### src/rtl/ctr_xor_output_stage_if.sv
// AXI-Stream style bundle for the CTR output stage; the keystream side uses the tlast-free modport.
interface ctr_xor_output_stage_if #(
  parameter int DATA_WIDTH = 128
) ();
  logic [DATA_WIDTH-1:0] tdata;
  logic                  tvalid;
  logic                  tlast;
  logic                  tready;

  modport master (
    output tdata,
    output tvalid,
    output tlast,
    input  tready
  );

  modport slave (
    input  tdata,
    input  tvalid,
    input  tlast,
    output tready
  );

  modport slave_data (
    input  tdata,
    input  tvalid,
    output tready
  );
endinterface

### src/rtl/ctr_xor_output_stage.sv
// AES-CTR final stage: joins plaintext and keystream, XORs them into a 2-entry output buffer.
// Output one cycle after the joint handshake; both inputs stall together only when the buffer is full.
module ctr_xor_output_stage #(
  parameter int DATA_WIDTH = 128,
  parameter int CNT_WIDTH  = 32
) (
  input  logic                       clk,
  input  logic                       rst,
  ctr_xor_output_stage_if.slave      s_pt,
  ctr_xor_output_stage_if.slave_data s_ks,
  ctr_xor_output_stage_if.master     m_axis,
  output logic [CNT_WIDTH-1:0]       word_count,
  output logic [CNT_WIDTH-1:0]       pkt_count,
  output logic                       pkt_done
);

  typedef enum logic [1:0] {
    OCC_EMPTY = 2'd0,
    OCC_ONE   = 2'd1,
    OCC_TWO   = 2'd2
  } occ_e;

  occ_e                  occ_q;
  logic                  can_accept_q;
  logic [DATA_WIDTH-1:0] head_dat_q;
  logic                  head_last_q;
  logic [DATA_WIDTH-1:0] tail_dat_q;
  logic                  tail_last_q;

  logic [CNT_WIDTH-1:0]  word_count_q;
  logic [CNT_WIDTH-1:0]  word_count_d;
  logic [CNT_WIDTH-1:0]  pkt_count_q;
  logic [CNT_WIDTH-1:0]  pkt_count_d;
  logic                  pkt_done_q;
  logic                  pkt_done_d;

  logic                  fire;
  logic                  pop;
  logic [DATA_WIDTH-1:0] ct_dat;

  // Each ready depends only on the other stream's valid, so no valid ever waits on a ready.
  assign s_pt.tready = s_ks.tvalid && can_accept_q;
  assign s_ks.tready = s_pt.tvalid && can_accept_q;

  assign fire   = s_pt.tvalid && s_ks.tvalid && can_accept_q;
  assign ct_dat = s_pt.tdata ^ s_ks.tdata;

  assign m_axis.tvalid = (occ_q != OCC_EMPTY);
  assign m_axis.tdata  = head_dat_q;
  assign m_axis.tlast  = head_last_q;
  assign pop           = m_axis.tvalid && m_axis.tready;

  always_ff @(posedge clk or posedge rst) begin
    if (rst) begin
      occ_q        <= OCC_EMPTY;
      can_accept_q <= 1'b0;
      head_dat_q   <= '0;
      head_last_q  <= 1'b0;
      tail_dat_q   <= '0;
      tail_last_q  <= 1'b0;
    end else begin
      unique case (occ_q)
        OCC_EMPTY: begin
          can_accept_q <= 1'b1;
          if (fire) begin
            head_dat_q  <= ct_dat;
            head_last_q <= s_pt.tlast;
            occ_q       <= OCC_ONE;
          end
        end
        OCC_ONE: begin
          can_accept_q <= !(fire && !pop);
          if (fire && !pop) begin
            tail_dat_q  <= ct_dat;
            tail_last_q <= s_pt.tlast;
            occ_q       <= OCC_TWO;
          end else if (fire && pop) begin
            head_dat_q  <= ct_dat;
            head_last_q <= s_pt.tlast;
          end else if (pop) begin
            occ_q <= OCC_EMPTY;
          end
        end
        OCC_TWO: begin
          if (pop) begin
            head_dat_q   <= tail_dat_q;
            head_last_q  <= tail_last_q;
            occ_q        <= OCC_ONE;
            can_accept_q <= 1'b1;
          end
        end
        default: begin
          occ_q        <= OCC_EMPTY;
          can_accept_q <= 1'b1;
        end
      endcase
    end
  end

  always_comb begin
    word_count_d = word_count_q;
    pkt_count_d  = pkt_count_q;
    pkt_done_d   = 1'b0;
    if (pop) begin
      if (head_last_q) begin
        word_count_d = '0;
        pkt_count_d  = pkt_count_q + CNT_WIDTH'(1);
        pkt_done_d   = 1'b1;
      end else begin
        word_count_d = word_count_q + CNT_WIDTH'(1);
      end
    end
  end

  always_ff @(posedge clk or posedge rst) begin
    if (rst) begin
      word_count_q <= '0;
      pkt_count_q  <= '0;
      pkt_done_q   <= 1'b0;
    end else begin
      word_count_q <= word_count_d;
      pkt_count_q  <= pkt_count_d;
      pkt_done_q   <= pkt_done_d;
    end
  end

  assign word_count = word_count_q;
  assign pkt_count  = pkt_count_q;
  assign pkt_done   = pkt_done_q;

endmodule
### src/flat_wrapper.sv
// flat-port wrapper written by rule: the top's interface ports become plain ports
module ctr_xor_output_stage_flat 
#(
  parameter int DATA_WIDTH = 128,
  parameter int CNT_WIDTH  = 32
)
  (clk, rst, word_count, pkt_count, pkt_done, s_pt_tdata, s_pt_tvalid, s_pt_tlast, s_pt_tready, s_ks_tdata, s_ks_tvalid, s_ks_tready, m_axis_tdata, m_axis_tvalid, m_axis_tlast, m_axis_tready);
  ctr_xor_output_stage_if #(.DATA_WIDTH(DATA_WIDTH)) s_pt_i ();
  ctr_xor_output_stage_if #(.DATA_WIDTH(DATA_WIDTH)) s_ks_i ();
  ctr_xor_output_stage_if #(.DATA_WIDTH(DATA_WIDTH)) m_axis_i ();
  input  logic clk;
  input  logic rst;
  output logic [CNT_WIDTH-1:0] word_count;
  output logic [CNT_WIDTH-1:0] pkt_count;
  output logic pkt_done;
  input wire logic [$bits(s_pt_i.tdata)-1:0] s_pt_tdata;
  input wire logic [$bits(s_pt_i.tvalid)-1:0] s_pt_tvalid;
  input wire logic [$bits(s_pt_i.tlast)-1:0] s_pt_tlast;
  output wire logic [$bits(s_pt_i.tready)-1:0] s_pt_tready;
  input wire logic [$bits(s_ks_i.tdata)-1:0] s_ks_tdata;
  input wire logic [$bits(s_ks_i.tvalid)-1:0] s_ks_tvalid;
  output wire logic [$bits(s_ks_i.tready)-1:0] s_ks_tready;
  output wire logic [$bits(m_axis_i.tdata)-1:0] m_axis_tdata;
  output wire logic [$bits(m_axis_i.tvalid)-1:0] m_axis_tvalid;
  output wire logic [$bits(m_axis_i.tlast)-1:0] m_axis_tlast;
  input wire logic [$bits(m_axis_i.tready)-1:0] m_axis_tready;
  assign s_pt_i.tdata = s_pt_tdata;
  assign s_pt_i.tvalid = s_pt_tvalid;
  assign s_pt_i.tlast = s_pt_tlast;
  assign s_pt_tready = s_pt_i.tready;
  assign s_ks_i.tdata = s_ks_tdata;
  assign s_ks_i.tvalid = s_ks_tvalid;
  assign s_ks_tready = s_ks_i.tready;
  assign m_axis_tdata = m_axis_i.tdata;
  assign m_axis_tvalid = m_axis_i.tvalid;
  assign m_axis_tlast = m_axis_i.tlast;
  assign m_axis_i.tready = m_axis_tready;
  ctr_xor_output_stage #(.DATA_WIDTH(DATA_WIDTH), .CNT_WIDTH(CNT_WIDTH)) u_core (.clk(clk), .rst(rst), .s_pt(s_pt_i), .s_ks(s_ks_i), .m_axis(m_axis_i), .word_count(word_count), .pkt_count(pkt_count), .pkt_done(pkt_done));
endmodule
### config.mk
export PLATFORM = sky130hd
export DESIGN_NAME = ctr_xor_output_stage_flat
export DESIGN_NICKNAME = d
export VERILOG_FILES = /design/src/rtl/ctr_xor_output_stage_if.sv /design/src/rtl/ctr_xor_output_stage.sv /design/src/flat_wrapper.sv
export SDC_FILE = /design/constraint.sdc
export NUM_CORES = 1
export LEC_CHECK = 0
export CAP_MARGIN = 20
export CORE_MARGIN = 2
export CORE_UTILIZATION = 49
export CTS_BUF_LIST = sky130_fd_sc_hd__clkbuf_8
export DETAILED_ROUTE_END_ITERATION = 6
export GPL_ROUTABILITY_DRIVEN = 0
export HOLD_SLACK_MARGIN = 0.08
export PLACE_DENSITY = 0.91
export SKIP_CTS_REPAIR_TIMING = 1
export SLEW_MARGIN = 20
export SYNTH_ARGS = -nofsm -noshare
export SYNTH_HDL_FRONTEND = slang
export SYNTH_SLANG_ARGS = --single-unit
### constraint.sdc
create_clock -name clk -period 13.2 [get_ports clk]
set_clock_uncertainty 0.1 [all_clocks]
set_input_delay 3.3 -clock clk [delete_from_list [all_inputs] [get_ports clk]]
set_output_delay 3.3 -clock clk [all_outputs]
set_load 0.02 [all_outputs]
Word-level counts from Yosys, hierarchy flattened
Cells that the tools add are included.

Bitwise gates (word level): 1. Equal/unequal tests: 8. Reduce and logical (&&, ||, !) cells: 16. Add/subtract/negate cells: 2. Muxes and demuxes: 21.

Operators with widths (number): $mux W128 (4); $pmux W128 S3 (1); $xor A128 B128 Y128 (1); $add A32 B1 Y32 const B (2); $mux W32 (1); $mux W2 (5); $logic_and A1 B1 Y1 (7); $mux W1 (7); $ne A2 B1 Y1 const B (3); $pmux W2 S3 (1); $reduce_and A5 Y1 (1); $reduce_and A2 Y1 (2); $reduce_and A4 Y1 (1); $ne A3 B1 Y1 const B (1); $ne A3 B2 Y1 const B (1); $pmux W1 S3 (1); $reduce_bool A3 Y1 (1); $eq A2 B1 Y1 const B (1); $eq A2 B2 Y1 const B (1); $logic_not A1 Y1 (2); $logic_not A2 Y1 (1); $ne A2 B2 Y1 const B (1); $pmux W1 S2 (1); $reduce_bool A2 Y1 (1).

Logic and storage cells: 57. Output and inout port bits: 197. Flip-flop bits (word level): 326.

Longest topological paths before layout
Word-level depth: 6. Gate-level depth with buffers: 9.

Least setup slack after synthesis
No wires, ideal clock.

Path type: in2out. Start: input port s_pt_tvalid. End: output port s_ks_tready. Arrival: 3510 ps. Buffers on the path: 0. Cell stages on the path: 1. Path slack: 6290 ps. Required time: 9800 ps. Cells stage by stage: and2_1.

Longest elaborated chain between the ends: 1.

Ends and longest elaborated chain: start: declaration (line flat_wrapper.sv:17) `input wire logic [$bits(s_pt_i.tvalid)-1:0] s_pt_tvalid;`; $logic_and A1 B1 Y1 (line ctr_xor_output_stage.sv:43) `assign s_ks.tready = s_pt.tvalid && can_accept_q;`; end: declaration (line flat_wrapper.sv:22) `output wire logic [$bits(s_ks_i.tready)-1:0] s_ks_tready;`.

Every way passes these cells.

Worst setup path in the final report
Start: input port s_ks_tvalid. End: output port s_pt_tready.

Longest elaborated chain between the ends: 1.

Ends and longest elaborated chain: start: declaration (line flat_wrapper.sv:21) `input wire logic [$bits(s_ks_i.tvalid)-1:0] s_ks_tvalid;`; $logic_and A1 B1 Y1 (line ctr_xor_output_stage.sv:42) `assign s_pt.tready = s_ks.tvalid && can_accept_q;`; end: declaration (line flat_wrapper.sv:19) `output wire logic [$bits(s_pt_i.tready)-1:0] s_pt_tready;`.

Every way passes these cells.

==> impl_metrics.toml <==
[outcome]
status = "finished with violations"
violations = "design-rule violations, max-slew violations"

[global_routing]
grt_max_degree = 259
grt_pass1_vias = 13400
grt_use_total_pct = 26.3
grt-ovfl-total = 0
grt_pass1_wl_um = 66600
grt_antenna_before_repair = 3

[sta]
slew_viol_final = 120
max_freq_mhz = 127
finalCriticalPeriod_ns = 7.89
setup_viol = 0
hold_viol_final = 0
fin_ws_ns = 5.31
rsz0062_at_grt = "no"
worst_pin_slew_ns = 1.60
slew_headroom_pct = -7.00
fin_tns_setup_ns = 0
min_period_over_period_pct = 59.8
holdWs_ns = 0.374

[routing]
vias_per_cell = 5.49
routedWlPerCell_um = 17.2
vias = 13400
dr.pass1.iters = 7
drc = 2
final_antenna_net_count = 0
drt_wl_total_um = 42100
dr.first_iter.drc_count = 1213

[synth]
synth-edff-count = 0
async_flop_share_pct = 100
synth_area_um2 = 14700
ys_ff_latch = 326
synth_top_area_cell = "dfrtp_1"
synth_top_area_share_pct = 55.4
yosysSeqAreaShare_pct = 55.4
synth_ff_type = "dfrtp_1"
synth.avg_cell_area_um2 = 9.28
ys_top_cells_by_count = "dfrtp_1 (326), nand2_1 (287), o21ai_0 (248)"
synthTopCellsByArea = "dfrtp_1 (55%), xnor2_1 (9.2%), o21ai_0 (8.4%)"
yosysWarningCount = 0
syn_inst = 1587
yosysMostFrequentCell = "dfrtp_1"
synth_cell_type_count = 43
syn_nets = 1851

[final_layout]
final-seq-area_um2 = 8160
area_growth_pct = 40.5
stdcell_count = 2442
multi_input_area_um2 = 6180
nets = 2272
layout-drive-gt1-share_pct = 5.17
nFillCells = 2030

[power]
ir_drop_mv = 0.140
finalPower_uw = 3910
p_leak_uw = 0.00882
powerDensity_nw_per_um2 = 189

[worst_setup_path]
cp_data_required_time_ns = 9.80
cp_max_fo = 2
slowest_stage = "clkdlybuf4s50_1"
max_stage_delay_ns = 0.59
ff2ff_path_depth = 6
reg2reg_slack_ns = 10.47
start_kind = "primary input"
worstPathArrival_ns = 4.49
r2r_start = "u_core.occ_q[1]"
critPathKind = "in2out"
end_kind = "output port"
r2r-end = "u_core.pkt_count[10]"
path_common_cell = "clkdlybuf4s50_1"
cp_cell_sequence = "clkdlybuf4s50_1, and2_1, clkdlybuf4s50_1"

[floorplanning]
dieArea_um2 = 31500
start_util_pct = 49.7
die_w_um = 177
die_y_um = 177
io_pins = 459
rows = 63
core_um2 = 29600

[cts]
cts.path.max_buffers = 3
cts_tree = "yes"
h-tree-depth = 2
cts.sinks = 326
cts_buffers = 51
clkSlewWorstSetupHoldPaths_ns = 0.06
clkLatencyLatePin_ns = 0.56
cts_root_buf = "clkbuf_8"

[worst_hold_path]
holdPathEnd = "u_core.tail_dat_q[119]"
min_from = "u_core.tail_dat_q[119]"
whs_path_depth = 2
hold_class = "reg2reg"

[placed_design]
place_inst = 2345
port_buffers = 458
dp_slack_ns = 5.31
post-dp-hpwl_um = 28900

[flow_run]
max-cap-violations = 0
area by class of cell:
cell class,count,area share [%]
Sequential cell,326,39.4
Timing Repair Buffer,467,22.6
Clock inverter,27,1.11
Multi-Input combinational cell,1156,29.9
Inverter,6,0.145
Clock buffer,67,4.46
Antenna cell,3,0.0363
Tap cell,390,2.36
how the worst max path moves through the flow:
stage                 from             endpoint  slack (ns)  depth (start not counted)
2_1_floorplan          rst  u_core.can_accept_q        0.77                          1
3_3_place_gp   s_ks_tvalid          s_pt_tready        5.30                          3
3_5_place_dp   s_pt_tvalid          s_ks_tready        5.31                          3
4_1_cts        s_ks_tvalid          s_pt_tready        5.31                          3
5_1_grt        s_pt_tvalid          s_ks_tready        5.26                          3
6_report       s_ks_tvalid          s_pt_tready        5.31                          3
placed cells by master, fill, tap and decap left out, types with 10 or more instances in the layout:
master and count:
a21oi_1 151, or3_1 10, nand3_1 24, o21ai_0 248, or4_1 13, dfrtp_1 326, o21ai_1 22, nor2_1 140
xnor2_1 154, inv_1 13, o31ai_1 10, nand2_1 287, clkbuf_8 67, clkinv_2 13, clkdlybuf4s50_1 458, nand4_1 28
critical path: cells and delay by family:
| family | cells | cell delay (ns) |
|---|---|---|
| buffers and inverters | 2 | 1.07 |
| AND/OR/NAND/NOR | 1 | 0.12 |
registers in the layout, summed over array words and instances, names as in the netlist:
register,flops
u_core.m_axis.tdata,128
u_core.tail_dat_q,128
u_core.pkt_count,32
u_core.word_count,32
u_core.occ_q,2
u_core.can_accept_q,1
u_core.m_axis.tlast,1
u_core.pkt_done,1
u_core.tail_last_q,1
kinds of logic after synthesis:
kind of cell / share of synthesized area (%)
adders and majority gates: 0.170
xor gates and xnor gates: 9.69
buffers and inverters: 2.91
DFF: 55.4
muxes: 0.484
and+or+nand+nor: 15.9
AOI/OAI and AO/OA: 15.5
power breakdown:
part           internal, uW  switching (uW)  leakage, uW  total [uW]
clock                   535             404     0.000632         940
combinational           615             751      0.00423        1370
sequential             1370             232      0.00396        1600
total                  2520            1390      0.00882        3910
routing by layer:
layer  up-vias  part of all wire (%)  GRT usage [%]
met5         -                     0              0
met4         0                   4.3           11.3
met3       124                   8.4           5.98
met2       654                    51           45.5
met1      6391                    36           31.5
li1       6228                     -              -
through the flow:
| step | utilization [%] | cell area, um2 |
|---|---|---|
| 2_1_floorplan | - | 14700 |
| 3_3_place_gp | 65.8 | 19500 |
| 3_5_place_dp | 65.8 | 19500 |
| 4_1_cts | 69.7 | 20700 |
| 5_1_grt | 69.8 | 20700 |
| 6_report | 69.8 | 20700 |
(Power assumes the default switching activity.)
